==> config.mk <==
export PLATFORM = sky130hd
export DESIGN_NAME = parking_sensor_pattern_gen_flat
export DESIGN_NICKNAME = d
export VERILOG_FILES = /design/src/rtl/parking_sensor_pattern_gen_if.sv /design/src/rtl/parking_sensor_pattern_gen.sv /design/src/flat_wrapper.sv
export SDC_FILE = /design/constraint.sdc
export NUM_CORES = 1
export LEC_CHECK = 0
export BUFFER_PORTS_ARGS = -buffer_cell sky130_fd_sc_hd__clkbuf_2
export CAP_MARGIN = 15
export CORE_UTILIZATION = 60
export DETAILED_ROUTE_END_ITERATION = 16
export PLACE_DENSITY_LB_ADDON = 0.08
export SLEW_MARGIN = 5
export SYNTH_ARGS = -nofsm -noshare
export SYNTH_HDL_FRONTEND = slang
export SYNTH_SLANG_ARGS = --single-unit
==> constraint.sdc <==
create_clock -name clk -period 3.5 [get_ports clk]
set_input_delay 0.35 -clock clk [delete_from_list [all_inputs] [get_ports clk]]
set_output_delay 0.35 -clock clk [all_outputs]
set_load 0.01 [all_outputs]
==> src/rtl/parking_sensor_pattern_gen_if.sv <==
// Command/status bundle between a car-emulation requester and the beam-pattern generator.
// The master issues start/dir/phase_len/abort; the slave drives beams a/b and status.
interface parking_sensor_pattern_gen_if #(
    parameter int LEN_W = 24
);
    logic             start;
    logic             dir;
    logic [LEN_W-1:0] phase_len;
    logic             abort;
    logic             a;
    logic             b;
    logic             busy;
    logic             done;
    logic             aborted;
    logic             reject;
    logic [7:0]       occupancy;

    modport master (
        output start, dir, phase_len, abort,
        input  a, b, busy, done, aborted, reject, occupancy
    );

    modport slave (
        input  start, dir, phase_len, abort,
        output a, b, busy, done, aborted, reject, occupancy
    );
endinterface

==> src/rtl/parking_sensor_pattern_gen.sv <==
// Car emulator: walks beams a/b through the Gray-coded enter/exit pattern with a
// programmable per-phase dwell and optional back-out, and keeps lot occupancy.
module parking_sensor_pattern_gen #(
    parameter logic [7:0] CAPACITY   = 8'd200,
    parameter int         LEN_W      = 24,
    parameter int         GAP_CYCLES = 2
) (
    input  logic                          clk,
    input  logic                          rst_n,
    parking_sensor_pattern_gen_if.slave   bus
);
    typedef enum logic [2:0] {S_IDLE, S_P1, S_P2, S_P3, S_GAP} state_t;

    state_t           r_state, w_next;
    logic [LEN_W-1:0] r_cnt, r_len_m1, w_len_m1, w_cnt_next;
    logic [7:0]       r_occ, w_occ_next;
    logic             r_dir, r_rev, r_a, r_b, r_done, r_aborted, r_reject;
    logic             w_in_p, w_rev, w_ok, w_accept, w_refuse, w_dwell_end;
    logic             w_dir, w_a, w_b, w_finish;

    assign w_in_p      = (r_state == S_P1) || (r_state == S_P2) || (r_state == S_P3);
    // An abort seen in the final dwell cycle must already steer this transition.
    assign w_rev       = r_rev | (w_in_p & bus.abort);
    assign w_ok        = bus.dir ? (r_occ != 8'd0) : (r_occ < CAPACITY);
    assign w_accept    = (r_state == S_IDLE) & bus.start & w_ok;
    assign w_refuse    = (r_state == S_IDLE) & bus.start & ~w_ok;
    assign w_dwell_end = (r_cnt == '0);

    always_ff @(posedge clk or negedge rst_n) begin
        if (!rst_n) begin
            r_state   <= S_IDLE;
            r_cnt     <= '0;
            r_len_m1  <= '0;
            r_occ     <= 8'd0;
            r_dir     <= 1'b0;
            r_rev     <= 1'b0;
            r_a       <= 1'b0;
            r_b       <= 1'b0;
            r_done    <= 1'b0;
            r_aborted <= 1'b0;
            r_reject  <= 1'b0;
        end else begin
            r_state   <= w_next;
            r_cnt     <= w_cnt_next;
            r_occ     <= w_occ_next;
            r_a       <= w_a;
            r_b       <= w_b;
            r_done    <= w_finish;
            r_aborted <= w_finish & r_rev;
            r_reject  <= w_refuse;
            if (w_accept) begin
                r_dir    <= bus.dir;
                r_len_m1 <= w_len_m1;
                r_rev    <= 1'b0;
            end else if (w_in_p && bus.abort) begin
                r_rev    <= 1'b1;
            end
        end
    end

    always_comb begin
        w_next = r_state;
        case (r_state)
            S_IDLE:  if (w_accept)    w_next = S_P1;
            S_P1:    if (w_dwell_end) w_next = w_rev ? S_GAP : S_P2;
            S_P2:    if (w_dwell_end) w_next = w_rev ? S_P1  : S_P3;
            S_P3:    if (w_dwell_end) w_next = w_rev ? S_P2  : S_GAP;
            S_GAP:   if (w_dwell_end) w_next = S_IDLE;
            default: w_next = S_IDLE;
        endcase
    end

    always_comb begin
        // Direction and length come straight from the request on the accept cycle.
        w_dir    = (r_state == S_IDLE) ? bus.dir : r_dir;
        w_len_m1 = r_len_m1;
        if (r_state == S_IDLE)
            w_len_m1 = (bus.phase_len == '0) ? '0 : bus.phase_len - LEN_W'(1);

        w_a = 1'b0;
        w_b = 1'b0;
        case (w_next)
            S_P1:    begin w_a = ~w_dir; w_b =  w_dir; end
            S_P2:    begin w_a = 1'b1;   w_b = 1'b1;   end
            S_P3:    begin w_a =  w_dir; w_b = ~w_dir; end
            default: begin w_a = 1'b0;   w_b = 1'b0;   end
        endcase

        w_cnt_next = r_cnt;
        if (w_next != r_state) begin
            if (w_next == S_GAP)       w_cnt_next = LEN_W'(GAP_CYCLES - 1);
            else if (w_next == S_IDLE) w_cnt_next = '0;
            else                       w_cnt_next = w_len_m1;
        end else if (!w_dwell_end) begin
            w_cnt_next = r_cnt - LEN_W'(1);
        end

        w_finish   = (r_state == S_GAP) && (w_next == S_IDLE);
        w_occ_next = r_occ;
        if (w_finish && !r_rev)
            w_occ_next = r_dir ? r_occ - 8'd1 : r_occ + 8'd1;
    end

    assign bus.a         = r_a;
    assign bus.b         = r_b;
    assign bus.busy      = (r_state != S_IDLE);
    assign bus.done      = r_done;
    assign bus.aborted   = r_aborted;
    assign bus.reject    = r_reject;
    assign bus.occupancy = r_occ;
endmodule

==> src/flat_wrapper.sv <==
// flat-port wrapper written by rule: the top's interface ports become plain ports
module parking_sensor_pattern_gen_flat 
#(
    parameter logic [7:0] CAPACITY   = 8'd200,
    parameter int         LEN_W      = 24,
    parameter int         GAP_CYCLES = 2
)
  (clk, rst_n, bus_start, bus_dir, bus_phase_len, bus_abort, bus_a, bus_b, bus_busy, bus_done, bus_aborted, bus_reject, bus_occupancy);
  parking_sensor_pattern_gen_if #(.LEN_W(LEN_W)) bus_i ();
  input  logic clk;
  input  logic rst_n;
  input wire logic [$bits(bus_i.start)-1:0] bus_start;
  input wire logic [$bits(bus_i.dir)-1:0] bus_dir;
  input wire logic [$bits(bus_i.phase_len)-1:0] bus_phase_len;
  input wire logic [$bits(bus_i.abort)-1:0] bus_abort;
  output wire logic [$bits(bus_i.a)-1:0] bus_a;
  output wire logic [$bits(bus_i.b)-1:0] bus_b;
  output wire logic [$bits(bus_i.busy)-1:0] bus_busy;
  output wire logic [$bits(bus_i.done)-1:0] bus_done;
  output wire logic [$bits(bus_i.aborted)-1:0] bus_aborted;
  output wire logic [$bits(bus_i.reject)-1:0] bus_reject;
  output wire logic [$bits(bus_i.occupancy)-1:0] bus_occupancy;
  assign bus_i.start = bus_start;
  assign bus_i.dir = bus_dir;
  assign bus_i.phase_len = bus_phase_len;
  assign bus_i.abort = bus_abort;
  assign bus_a = bus_i.a;
  assign bus_b = bus_i.b;
  assign bus_busy = bus_i.busy;
  assign bus_done = bus_i.done;
  assign bus_aborted = bus_i.aborted;
  assign bus_reject = bus_i.reject;
  assign bus_occupancy = bus_i.occupancy;
  parking_sensor_pattern_gen #(.CAPACITY(CAPACITY), .LEN_W(LEN_W), .GAP_CYCLES(GAP_CYCLES)) u_core (.clk(clk), .rst_n(rst_n), .bus(bus_i));
endmodule
==> results_dict.tcl, run 1 <==
set metrics [dict create \
    ys_types 56 \
    p_leak_nw 1.989 \
    drc 0 \
    worstSetupPathType "reg2reg" \
    io_buffers 42 \
    gp_congestion 0.9514 \
    drive_gt1_share_pct 16.41 \
    worstPathArrival_ps 3270 \
    area_growth_pct 11.98 \
    r2r_cells 8 \
    maxCapViolations 0 \
    status "complete, but fails checks" \
    reg2reg_from "u_core.r_cnt[0]$_DFFE_PN0P_" \
    antenna_left 0 \
    yosys-top-cells-area "dfrtp_1, xnor2_1, nand2_1, o21ai_0, nor2_1" \
    ir_drop_mv 0.2852 \
    grt_use_total_pct 29.28 \
    ys_seq_elements 66 \
    tightest_slew_ps 702.6 \
    worstSkewPairLatency_ps 350 \
    grt_pass1_wl_um 16700 \
    grt_pass1_vias 3584 \
    synth_area_sq_mm 0.004178 \
    final_hold_viol_count 17 \
    pre_cts_ws_ps 527.1 \
    clk_pin_slew_ps 80 \
    finalSetupViolations 0 \
    hp-class "in2async" \
    syn_nets 519 \
    power_density_mw_per_mm2 698.8 \
    yosysTopAreaCell "dfrtp_1" \
    yosysTopAreaCellShare_pct 39.53 \
    layout_min_cycle_time_ps 3046 \
    rsz0062_at_grt "no" \
    avgViaCountPerCell 6.197 \
    fillCellCount 546 \
    n_antenna_cell 0 \
    postCtsHoldBufs 0 \
    io_pins 43 \
    synthFlopType "dfrtp_1" \
    final_cell_area_sq_mm 0.004678 \
    grt_max_degree 51 \
    postCtsSetupBuffers 0 \
    antenna_found_initial 0 \
    tritoncts "yes" \
    cts_buffers 9 \
    via_count 3743 \
    endpoint "u_core.r_cnt[13]$_DFFE_PN0P_" \
    rows 30 \
    routed_wl_um 9809 \
    clock-root-buffer "clkbuf_8" \
    core_sq_mm 0.006756 \
    drt-pass1-iter-count 7 \
    final_nets 558 \
    synth-async-reset-ratio_pct 100.0 \
    htreeDepth 3 \
    fin_crit_sh_pct 87.04 \
    die_area_sq_mm 0.007301 \
    cts.path.max_buffers 2 \
    worstPathRequired_ps 3720 \
    synth_edf_count 0 \
    r2r_slack_ps 450 \
    violations "hold timing" \
    skew_ps 10.16 \
    worst_slack_ps 453.8 \
    end_kind "flop" \
    route.detailed.wl_per_inst_um 16.24 \
    fin_setup_tns_ps 0 \
    critPathLaunchType "flop" \
    reg2reg_to "u_core.r_cnt[13]$_DFFE_PN0P_" \
    synth_area_per_cell_sq_um 8.704 \
    yosys_warnings 0 \
    clkSinkCount 66 \
    worstSetupStartpoint "u_core.r_cnt[0]$_DFFE_PN0P_" \
    yosysSeqAreaShare_pct 39.53 \
    hold_slack_ps -10.89 \
    start_util_pct 61.83 \
    dp.final_hpwl_um 7286 \
    die_x_um 85.45 \
    p_total_mw 3.269 \
    critical_path.max_fanout 13 \
    gr-total-overflow 0 \
    slew_headroom_pct 52.98 \
    post_cts_resized 0 \
    netlist_instances 480 \
    drt_iter0_markers 249 \
    die_y_um 85.45 \
    fmax_mhz 328.3 \
    slew_violations 0 \
    placed_cell_area_sq_mm 0.004462 \
]
==> cells in the final DEF (no fill, tap or decap), types with 4 or more instances in the layout <==
| master | netlist | routed |
|---|---|---|
| mux2i_1 | 4 | 4 |
| nor3_1 | 28 | 28 |
| o21ai_0 | 31 | 31 |
| or4_1 | 8 | 8 |
| or3_1 | 12 | 12 |
| or2_2 | 9 | 9 |
| xnor2_1 | 25 | 25 |
| o22ai_1 | 18 | 18 |
| a21oi_1 | 18 | 18 |
| nand2_1 | 46 | 46 |
| nor2_1 | 40 | 40 |
| clkbuf_8 | 0 | 9 |
| o31ai_1 | 9 | 9 |
| ha_1 | 9 | 9 |
| inv_1 | 11 | 11 |
| buf_4 | 0 | 10 |
| xor2_1 | 15 | 15 |
| mux2_2 | 5 | 5 |
| nand3_1 | 11 | 11 |
| clkbuf_2 | 0 | 42 |
| nor2b_1 | 8 | 8 |
| nand4_1 | 11 | 11 |
| dfrtp_1 | 66 | 66 |
| a2bb2oi_1 | 6 | 6 |
| nor4_1 | 17 | 17 |
==> critical path: stages, from the launching register on <==
cell	delay, ps
dfrtp_1	420
inv_1	90
ha_1	180
or3b_1	470
or4_1	660
nor3_4	430
maj3_1	260
or2_2	260
o22ai_1	130
==> area by class of cell <==
cell class | instances | area [sq um] | area share, %
Timing Repair Buffer | 52 | 285.3 | 6.098
Multi-Input combinational cell | 378 | 2380 | 50.87
Clock inverter | 7 | 92.59 | 1.979
Inverter | 12 | 45.04 | 0.9628
Clock buffer | 9 | 123.9 | 2.648
Tap cell | 80 | 100.1 | 2.140
Sequential cell | 66 | 1652 | 35.30
==> synth_stat cells (2+ instances only) <==
| cell | count |
|---|---|
| and3_1 | 3 |
| a21boi_0 | 3 |
| o21a_1 | 2 |
| ha_1 | 9 |
| a2bb2oi_1 | 6 |
| nor3b_1 | 2 |
| o31ai_1 | 9 |
| xor2_1 | 15 |
| o21ai_0 | 31 |
| nor3_1 | 28 |
| buf_2 | 3 |
| clkbuf_1 | 20 |
| xnor2_1 | 25 |
| a22o_1 | 2 |
| dfrtp_1 | 66 |
| a31oi_1 | 2 |
| mux2i_1 | 4 |
| o22ai_1 | 18 |
| a211oi_1 | 2 |
| nor4_1 | 17 |
| mux2_2 | 5 |
| or4_1 | 8 |
| nor2_1 | 40 |
| and4_1 | 2 |
| inv_1 | 11 |
| or3_1 | 12 |
| o31a_1 | 2 |
| o32ai_1 | 3 |
| a21oi_1 | 18 |
| nand2_1 | 46 |
| nor2b_1 | 8 |
| nand2b_1 | 2 |
| a21o_1 | 3 |
| or2_2 | 9 |
| nand4_1 | 11 |
| nand3_1 | 11 |
| o21bai_1 | 3 |
==> layer usage <==
layer / vias to the layer above / GRT usage [%] / routed length [um]
met2: 125 / 47.56 / 4620
met3: 16 / 4.961 / 482
met1: 1766 / 39.27 / 4504
li1: 1836 / - / -
met5: - / 0 / 0
met4: 0 / 11.36 / 202
==> per-stage QoR <==
| step | hold WS (ps) | instances | utilization [%] |
|---|---|---|---|
| 3_5_place_dp | 377.7 | 588 | 66.04 |
| 5_1_grt | 22.82 | 604 | 69.24 |
| 2_1_floorplan | 54.41 | 480 | - |
| 4_1_cts | 3.068 | 604 | 69.24 |
| 6_report | -10.89 | 604 | 69.24 |
| 3_3_place_gp | 371.4 | 588 | 66.04 |
==> power breakdown <==
part           internal [mW]  total, mW  switching [mW]
clock                  0.401      0.705           0.305
sequential              1.04       1.29           0.244
combinational          0.535       1.28           0.743
total                   1.98       3.27            1.29
==> worst min path at each step <==
stage | slack (ps) | cells after the start | from | endpoint
floorplan | 50 | 0 | rst_n | u_core.bus.a$_DFF_PN0_
global placement | 370 | 1 | rst_n | u_core.bus.occupancy[3]$_DFFE_PN0P_
detailed placement | 380 | 1 | rst_n | u_core.bus.occupancy[5]$_DFFE_PN0P_
CTS | 3 | 1 | rst_n | u_core.bus.occupancy[5]$_DFFE_PN0P_
global route | 20 | 1 | rst_n | u_core.r_cnt[0]$_DFFE_PN0P_
finish | -10 | 1 | rst_n | u_core.bus.b$_DFF_PN0_
==> sequential cells by signal, indices dropped and copies added, names as in the netlist, 3 cells and up <==
register	flops
u_core.bus.occupancy	8
u_core.r_state	3
u_core.r_cnt	24
u_core.r_len_m1	24
==> logic make-up after synthesis <==
group / after synthesis / synth area share (%)
AOI/OAI and AO/OA: 110 / 16.80
xor gates and xnor gates: 40 / 8.386
adders and majority gates: 11 / 3.414
buffers and inverters: 36 / 3.504
DFF: 66 / 39.53
muxes: 9 / 2.306
and+or+nand+nor: 208 / 26.06
Power figures use the tool's default switching activity.
==> inputs of run 2 (changes only) <==
--- a/config.mk
+++ b/config.mk
@@ -5,6 +5,7 @@
 export SDC_FILE = /design/constraint.sdc
 export NUM_CORES = 1
 export LEC_CHECK = 0
+export ABC_AREA = 1
 export BUFFER_PORTS_ARGS = -buffer_cell sky130_fd_sc_hd__clkbuf_2
 export CAP_MARGIN = 15
 export CORE_UTILIZATION = 60
==> run 2 against run 1 <==
The flow now finishes without violations. Clock-buffer cell count grew 2. Non-clock buffer count shrank 7. Cell count grew 28%. Combinational power grew 41%. Clock power shrank 21%. Sequential power shrank 3%. Hold slack gained 180 ps. Flip-flop and latch count is the same. Die area grew 8.0%.
==> results_dict.tcl, run 2 <==
set metrics [dict create \
    route.detailed.wl_per_inst_um 13.49 \
    pre_cts_ws_ps 980.0 \
    synth_edf_count 0 \
    area_growth_pct 9.632 \
    io_pins 43 \
    synth_area_sq_mm 0.004521 \
    gp_congestion 0.8931 \
    drt-pass1-iter-count 5 \
    placed_cell_area_sq_mm 0.004793 \
    use_met3_pct 4.944 \
    r2r_cells 14 \
    io_buffers 42 \
    dp.final_hpwl_um 7849 \
    worst_slack_ps 969.4 \
    yosysTopAreaCell "dfrtp_1" \
    reg2reg_to "u_core.r_cnt[7]$_DFFE_PN0P_" \
    critPathTopFamily "simple AND/OR/NAND/NOR gates" \
    routed_wl_um 10430 \
    ys_types 36 \
    layout_min_cycle_time_ps 2531 \
    dp.cells 757 \
    final_hold_viol_count 0 \
    p_clk_share_pct 15.5 \
    clock-root-buffer "clkbuf_8" \
    crit_buf_inv 2 \
    layout_commonest_cell "nand2_1" \
    antenna_found_initial 0 \
    synth_area_per_cell_sq_um 7.198 \
    n_antenna_cell 0 \
    yosysSeqAreaShare_pct 36.53 \
    postCtsSetupBuffers 0 \
    via_count 4140 \
    avgViaCountPerCell 5.356 \
    ir_drop_mv 0.3030 \
    drt_iter0_markers 300 \
    ys_seq_elements 66 \
    final_nets 708 \
    tritoncts "yes" \
    clk_pin_slew_ps 70 \
    seqPwrFrac_pct 34.6 \
    worstSkewPairLatency_ps 360 \
    utilization_pct 68.33 \
    yosysTopAreaCellShare_pct 36.53 \
    die_y_um 88.80 \
    p_comb_share_pct 49.9 \
    layout_common_cells "nand2_1, inv_1, nor2_1, dfrtp_1, nand3_1" \
    cpMaxStageDelayCell "dfrtp_1" \
    worstSetupStartpoint "u_core.r_cnt[0]$_DFFE_PN0P_" \
    synth.most_common_cell "nand2_1" \
    fillCellCount 641 \
    core_sq_mm 0.007253 \
    critPathLaunchType "flop" \
    grt_use_met1_pct 43.43 \
    fmax_mhz 395.2 \
    grt_use_total_pct 29.51 \
    power.internal_mw 1.939 \
    synth-async-reset-ratio_pct 100.0 \
    die_x_um 88.80 \
    cp_num_cells 14 \
    critical_path.max_fanout 34 \
    syn_nets 667 \
    synth_common_cells "nand2_1, inv_1, nor2_1" \
    fin_crit_sh_pct 72.30 \
    gr-total-overflow 0 \
    power_density_mw_per_mm2 728.7 \
    skew_ps 13.47 \
    start_util_pct 62.33 \
    rows 31 \
    tightest_slew_ps 829.6 \
    finalSetupViolations 0 \
    endpoint "u_core.r_cnt[7]$_DFFE_PN0P_" \
    clkSinkCount 66 \
    slew_headroom_pct 44.69 \
    grt_max_degree 67 \
    cts.path.max_buffers 2 \
    worstPathArrival_ps 2820 \
    drc 0 \
    die_area_sq_mm 0.007885 \
    post_cts_resized 0 \
    met2_usage_pct 43.50 \
    reg2reg_from "u_core.r_cnt[0]$_DFFE_PN0P_" \
    drive_gt1_share_pct 14.39 \
    worstPathRequired_ps 3790 \
    final_cell_count_no_fill 773 \
    slew_violations 0 \
    crit_top_cell "nand2_2" \
    p_switching_mw 1.672 \
    rsz0062_at_grt "no" \
    p_leak_nw 2.481 \
    end_kind "flop" \
    swShare_pct 46.31 \
    antenna_left 0 \
    fin_setup_tns_ps 0 \
    postCtsHoldBufs 0 \
    cts_buffers 9 \
    netlist_instances 628 \
    cp_cell_sequence "inv_1, ha_1, nand2_2, inv_2, nand2_2, nor2_4, nand3_2, nand2_2, nand4_2, nand2_4, nand2_8, nor2_2, nand2_1, nand2_1" \
    worstSetupPathType "reg2reg" \
    yosys-top-cells-area "dfrtp_1, nand2_1, inv_1, nor2_1, nand3_1" \
    htreeDepth 3 \
    grt_pass1_wl_um 17580 \
    grt_pass1_vias 3787 \
    busiest_layer "met2" \
    hp-class "in2async" \
    r2r_slack_ps 970 \
    cpPeakStageDelay_ps 420 \
    maxCapViolations 0 \
    final_cell_area_sq_mm 0.004956 \
    synthFlopType "dfrtp_1" \
    status "complete, no violations" \
    yosys_warnings 0 \
]
[run 2: final cells by class]
cell class	count	area (sq um)	area share (%)
multi-input combinational	464	2474	49.91
sequential	66	1652	33.32
inverter	83	311.5	6.286
timing repair buffer	45	232.7	4.696
clock buffer	11	131.4	2.651
tap	99	123.9	2.499
clock inverter	5	31.28	0.6312
[run 2: metrics by stage]
stage	hold slack, ps	total power, mW
after floorplan	54.41	2.675
after global placement	475.2	2.974
after detailed placement	516.0	3.049
after CTS	220.4	3.612
after global routing	252.4	3.931
final	166.6	3.611
[run 2: worst reg2reg max path: cells and delay by family (launching register included)]
kind,cells,cell delay [ps]
and+or+nand+nor,11,1620
DFF,1,420
adders and majority gates,1,210
buffers and inverters,2,200
[run 2: metal layers]
metal | part of all wire, % | wire length, um | vias to the layer above
met5 | 0 | 0 | -
met4 | 1.8 | 191 | 0
met3 | 5.1 | 529 | 17
met2 | 44 | 4569 | 116
met1 | 49 | 5140 | 1904
li1 | - | - | 2103
[run 2: power groups by stage]
stage / sequential [mW] / clock [mW] / combinational [mW]
5_1_grt: 1.28 / 0.604 / 2.05
4_1_cts: 1.25 / 0.565 / 1.80
3_5_place_dp: 1.26 / 0 / 1.79
3_3_place_gp: 1.25 / 0 / 1.72
6_report: 1.25 / 0.559 / 1.80
2_1_floorplan: 1.22 / 0 / 1.45
[run 2: cells by family after synthesis]
family | Yosys count | share of synthesized area (%)
flip-flops | 66 | 36.53
buffers and inverters | 98 | 8.746
AO/OA/AOI/OAI | 81 | 9.577
AND/OR/NAND/NOR | 335 | 34.85
adder cells (fa/ha/maj) | 10 | 2.934
XOR/XNOR | 38 | 7.362
[run 2: worst min-delay path by stage]
| stage | from | slack [ps] | endpoint | cells after the start |
|---|---|---|---|---|
| 6_report | rst_n | 170 | u_core.r_cnt[1]$_DFFE_PN0P_ | 2 |
| 4_1_cts | rst_n | 220 | u_core.r_state[0]$_DFF_PN0_ | 2 |
| 2_1_floorplan | rst_n | 50 | u_core.bus.a$_DFF_PN0_ | 0 |
| 3_5_place_dp | u_core.r_len_m1[1]$_DFFE_PN0P_ | 520 | u_core.r_len_m1[1]$_DFFE_PN0P_ | 2 |
| 5_1_grt | rst_n | 250 | u_core.r_state[1]$_DFF_PN0_ | 2 |
| 3_3_place_gp | u_core.r_len_m1[1]$_DFFE_PN0P_ | 480 | u_core.r_len_m1[1]$_DFFE_PN0P_ | 2 |
==> inputs of run 3 (changes only) <==
--- a/config.mk
+++ b/config.mk
@@ -5,7 +5,7 @@
 export SDC_FILE = /design/constraint.sdc
 export NUM_CORES = 1
 export LEC_CHECK = 0
-export ABC_AREA = 1
+export ABC_AREA = 0
 export BUFFER_PORTS_ARGS = -buffer_cell sky130_fd_sc_hd__clkbuf_2
 export CAP_MARGIN = 15
 export CORE_UTILIZATION = 60
==> constraint.sdc (replaced) <==
create_clock -name clk -period 2.33 [get_ports clk]
set_input_delay 0.233 -clock clk [delete_from_list [all_inputs] [get_ports clk]]
set_output_delay 0.233 -clock clk [all_outputs]
set_load 0.01 [all_outputs]
==> run 3 against run 2 <==
The run now ends with setup timing left. Critical endpoint is now u_core.r_cnt[1]$_DFFE_PN0P_. Non-clock buffer count up 70. Clock-buffer cell count shrank 2. Wire length is 28% higher. Cell count fell by 14%. Highest routed layer unchanged. Maximum frequency fell by 2.0%. Combinational power grew 73%. Sequential share of layout area decreased by 4.0 points. Flip-flop and latch count did not move. Critical path type unchanged.
==> results_dict.tcl, run 3 (synthesis gave the netlist of run 1 again) <==
set metrics [dict create \
    pre_cts_ws_ps -248.8 \
    final_cell_count_no_fill 668 \
    io_pins 43 \
    r2r_cells 10 \
    grt_pass1_wl_um 19000 \
    drt-pass1-iter-count 5 \
    p_leak_nw 2.419 \
    finalSetupViolations 34 \
    worstSkewPairLatency_ps 350 \
    worstPathArrival_ps 2840 \
    gp_congestion 0.9062 \
    clk_pin_slew_ps 80 \
    rsz0062_at_grt "yes" \
    worstSetupPathType "reg2reg" \
    p_clk_share_pct 19.0 \
    p_comb_share_pct 50.0 \
    final_nets 622 \
    p_total_mw 6.217 \
    end_kind "flop" \
    ir_drop_mv 0.5322 \
    worstPathRequired_ps 2590 \
    skew_ps 10.61 \
    gr-total-overflow 0 \
    layout_common_cells "dfrtp_1, buf_4, nand2_1, clkbuf_2, nor2_1" \
    fin_crit_sh_pct 110.9 \
    p_switching_mw 2.591 \
    swShare_pct 41.67 \
    avgViaCountPerCell 6.581 \
    utilization_pct 83.48 \
    maxCapViolations 0 \
    antenna_left 0 \
    core_sq_mm 0.006756 \
    cts.path.max_buffers 2 \
    layout_min_cycle_time_ps 2584 \
    drc 0 \
    io_buffers 42 \
    clkSinkCount 66 \
    violations "setup timing" \
    grt_use_total_pct 33.24 \
    area_growth_pct 35.01 \
    die_area_sq_mm 0.007301 \
    drt_iter0_markers 452 \
    tritoncts "yes" \
    seqPwrFrac_pct 30.9 \
    hold_depth 2 \
    clock-root-buffer "clkbuf_8" \
    critPathLaunchType "flop" \
    drive_gt1_share_pct 34.69 \
    grt_max_degree 67 \
    tightest_slew_ps 519.9 \
    cpMaxStageDelayCell "dfrtp_1" \
    status "complete, but fails checks" \
    start_util_pct 61.83 \
    n_antenna_cell 0 \
    grt_pass1_vias 3929 \
    dp.final_hpwl_um 8133 \
    die_y_um 85.45 \
    fmax_mhz 387.1 \
    rows 30 \
    slew_headroom_pct 65.34 \
    dp.cells 636 \
    power.internal_mw 3.626 \
    cp_cell_sequence "inv_2, ha_4, or3b_4, buf_6, nor4_4, nand3_2, o31a_1, buf_4, buf_8, o22ai_2" \
    layout_commonest_cell "dfrtp_1" \
    fin_setup_tns_ps -4803 \
    power_density_mw_per_mm2 1102 \
    die_x_um 85.45 \
    route.detailed.wl_per_inst_um 20.05 \
    via_count 4396 \
    slew_violations 0 \
    hp-class "in2reg" \
    critical_path.max_fanout 8 \
    htreeDepth 3 \
    worst_slack_ps -253.6 \
    final_hold_viol_count 0 \
    routed_wl_um 13390 \
    cts_buffers 9 \
    cpPeakStageDelay_ps 400 \
    antenna_found_initial 0 \
]
run 3: changes by cell type in the layout (fill, tap and decap cells not counted), sizes merged, moves of 12 or more:
cell,before,now
buf,3,72
inv,82,12
nand2,168,46
nand3,54,11
nor2,82,40
nor3,7,29
nor4,1,18
o21ai,51,31
or3,0,12
run 3: worst paths after layout:
path	slack, ps	from	end
max	-250	u_core.r_cnt[1]$_DFFE_PN0P_	u_core.r_cnt[1]$_DFFE_PN0P_
min	110	bus_phase_len[0]	u_core.r_len_m1[0]$_DFFE_PN0P_
max reg2reg	-250	u_core.r_cnt[1]$_DFFE_PN0P_	u_core.r_cnt[1]$_DFFE_PN0P_
min reg2reg	480	u_core.r_len_m1[22]$_DFFE_PN0P_	u_core.r_len_m1[22]$_DFFE_PN0P_
max in group asynchronous	1590	rst_n	u_core.r_cnt[18]$_DFFE_PN0P_
min in group asynchronous	400	rst_n	u_core.bus.occupancy[5]$_DFFE_PN0P_
run 3: power groups by stage:
stage          clock, mW  combinational, mW  sequential [mW]
6_report            1.18               3.11             1.92
5_1_grt             1.23               3.31             1.95
4_1_cts             1.18               2.60             1.87
3_5_place_dp           0               2.38             1.88
3_3_place_gp           0               2.32             1.86
2_1_floorplan          0               1.51             1.85
run 3: stage by stage:
step,instance area (sq um),hold slack [ps]
after CTS,5305,110.9
after detailed placement,4863,277.7
after global placement,4863,275.4
after global routing,5640,107.1
after floorplan,4217,-62.59
final,5640,107.2
run 3: layout make-up:
| type | count | area, sq um |
|---|---|---|
| clock buffers | 9 | 123.9 |
| clock inverters | 7 | 117.6 |
| fillers | 385 | 1116 |
| inverters | 12 | 45.04 |
| multi-input cells | 379 | 2791 |
| flip-flops and latches | 66 | 1652 |
| well taps | 80 | 100.1 |
| repair buffers | 115 | 810.8 |
run 3: timing repair:
item / 4_1_cts / 5_1_grt
endpoints found under the setup margin: 35 / 37
gates cloned: 1 / 2
pin swaps: 15 / 27
resized for setup: 34 / 54
setup buffers: 3 / 11
hold buffers: 1 / 0
hold endpoints to repair: 66 / 0
run 3: worst max-delay path, delay by kind of cell (launching register included):
kind	cells	cell delay [ps]
flops	1	400
simple gates	3	790
buf+inv	4	540
compound gates	2	620
fa+ha+maj	1	130
run 3: per-layer routing:
metal  track usage [%]  part of all wire, %  up-vias
li1                  -                    -     1976
met3             6.420                  8.2       64
met1             43.45                   39     2086
met5                 0                    0        -
met4             12.12                  3.6        0
met2             55.05                   49      270
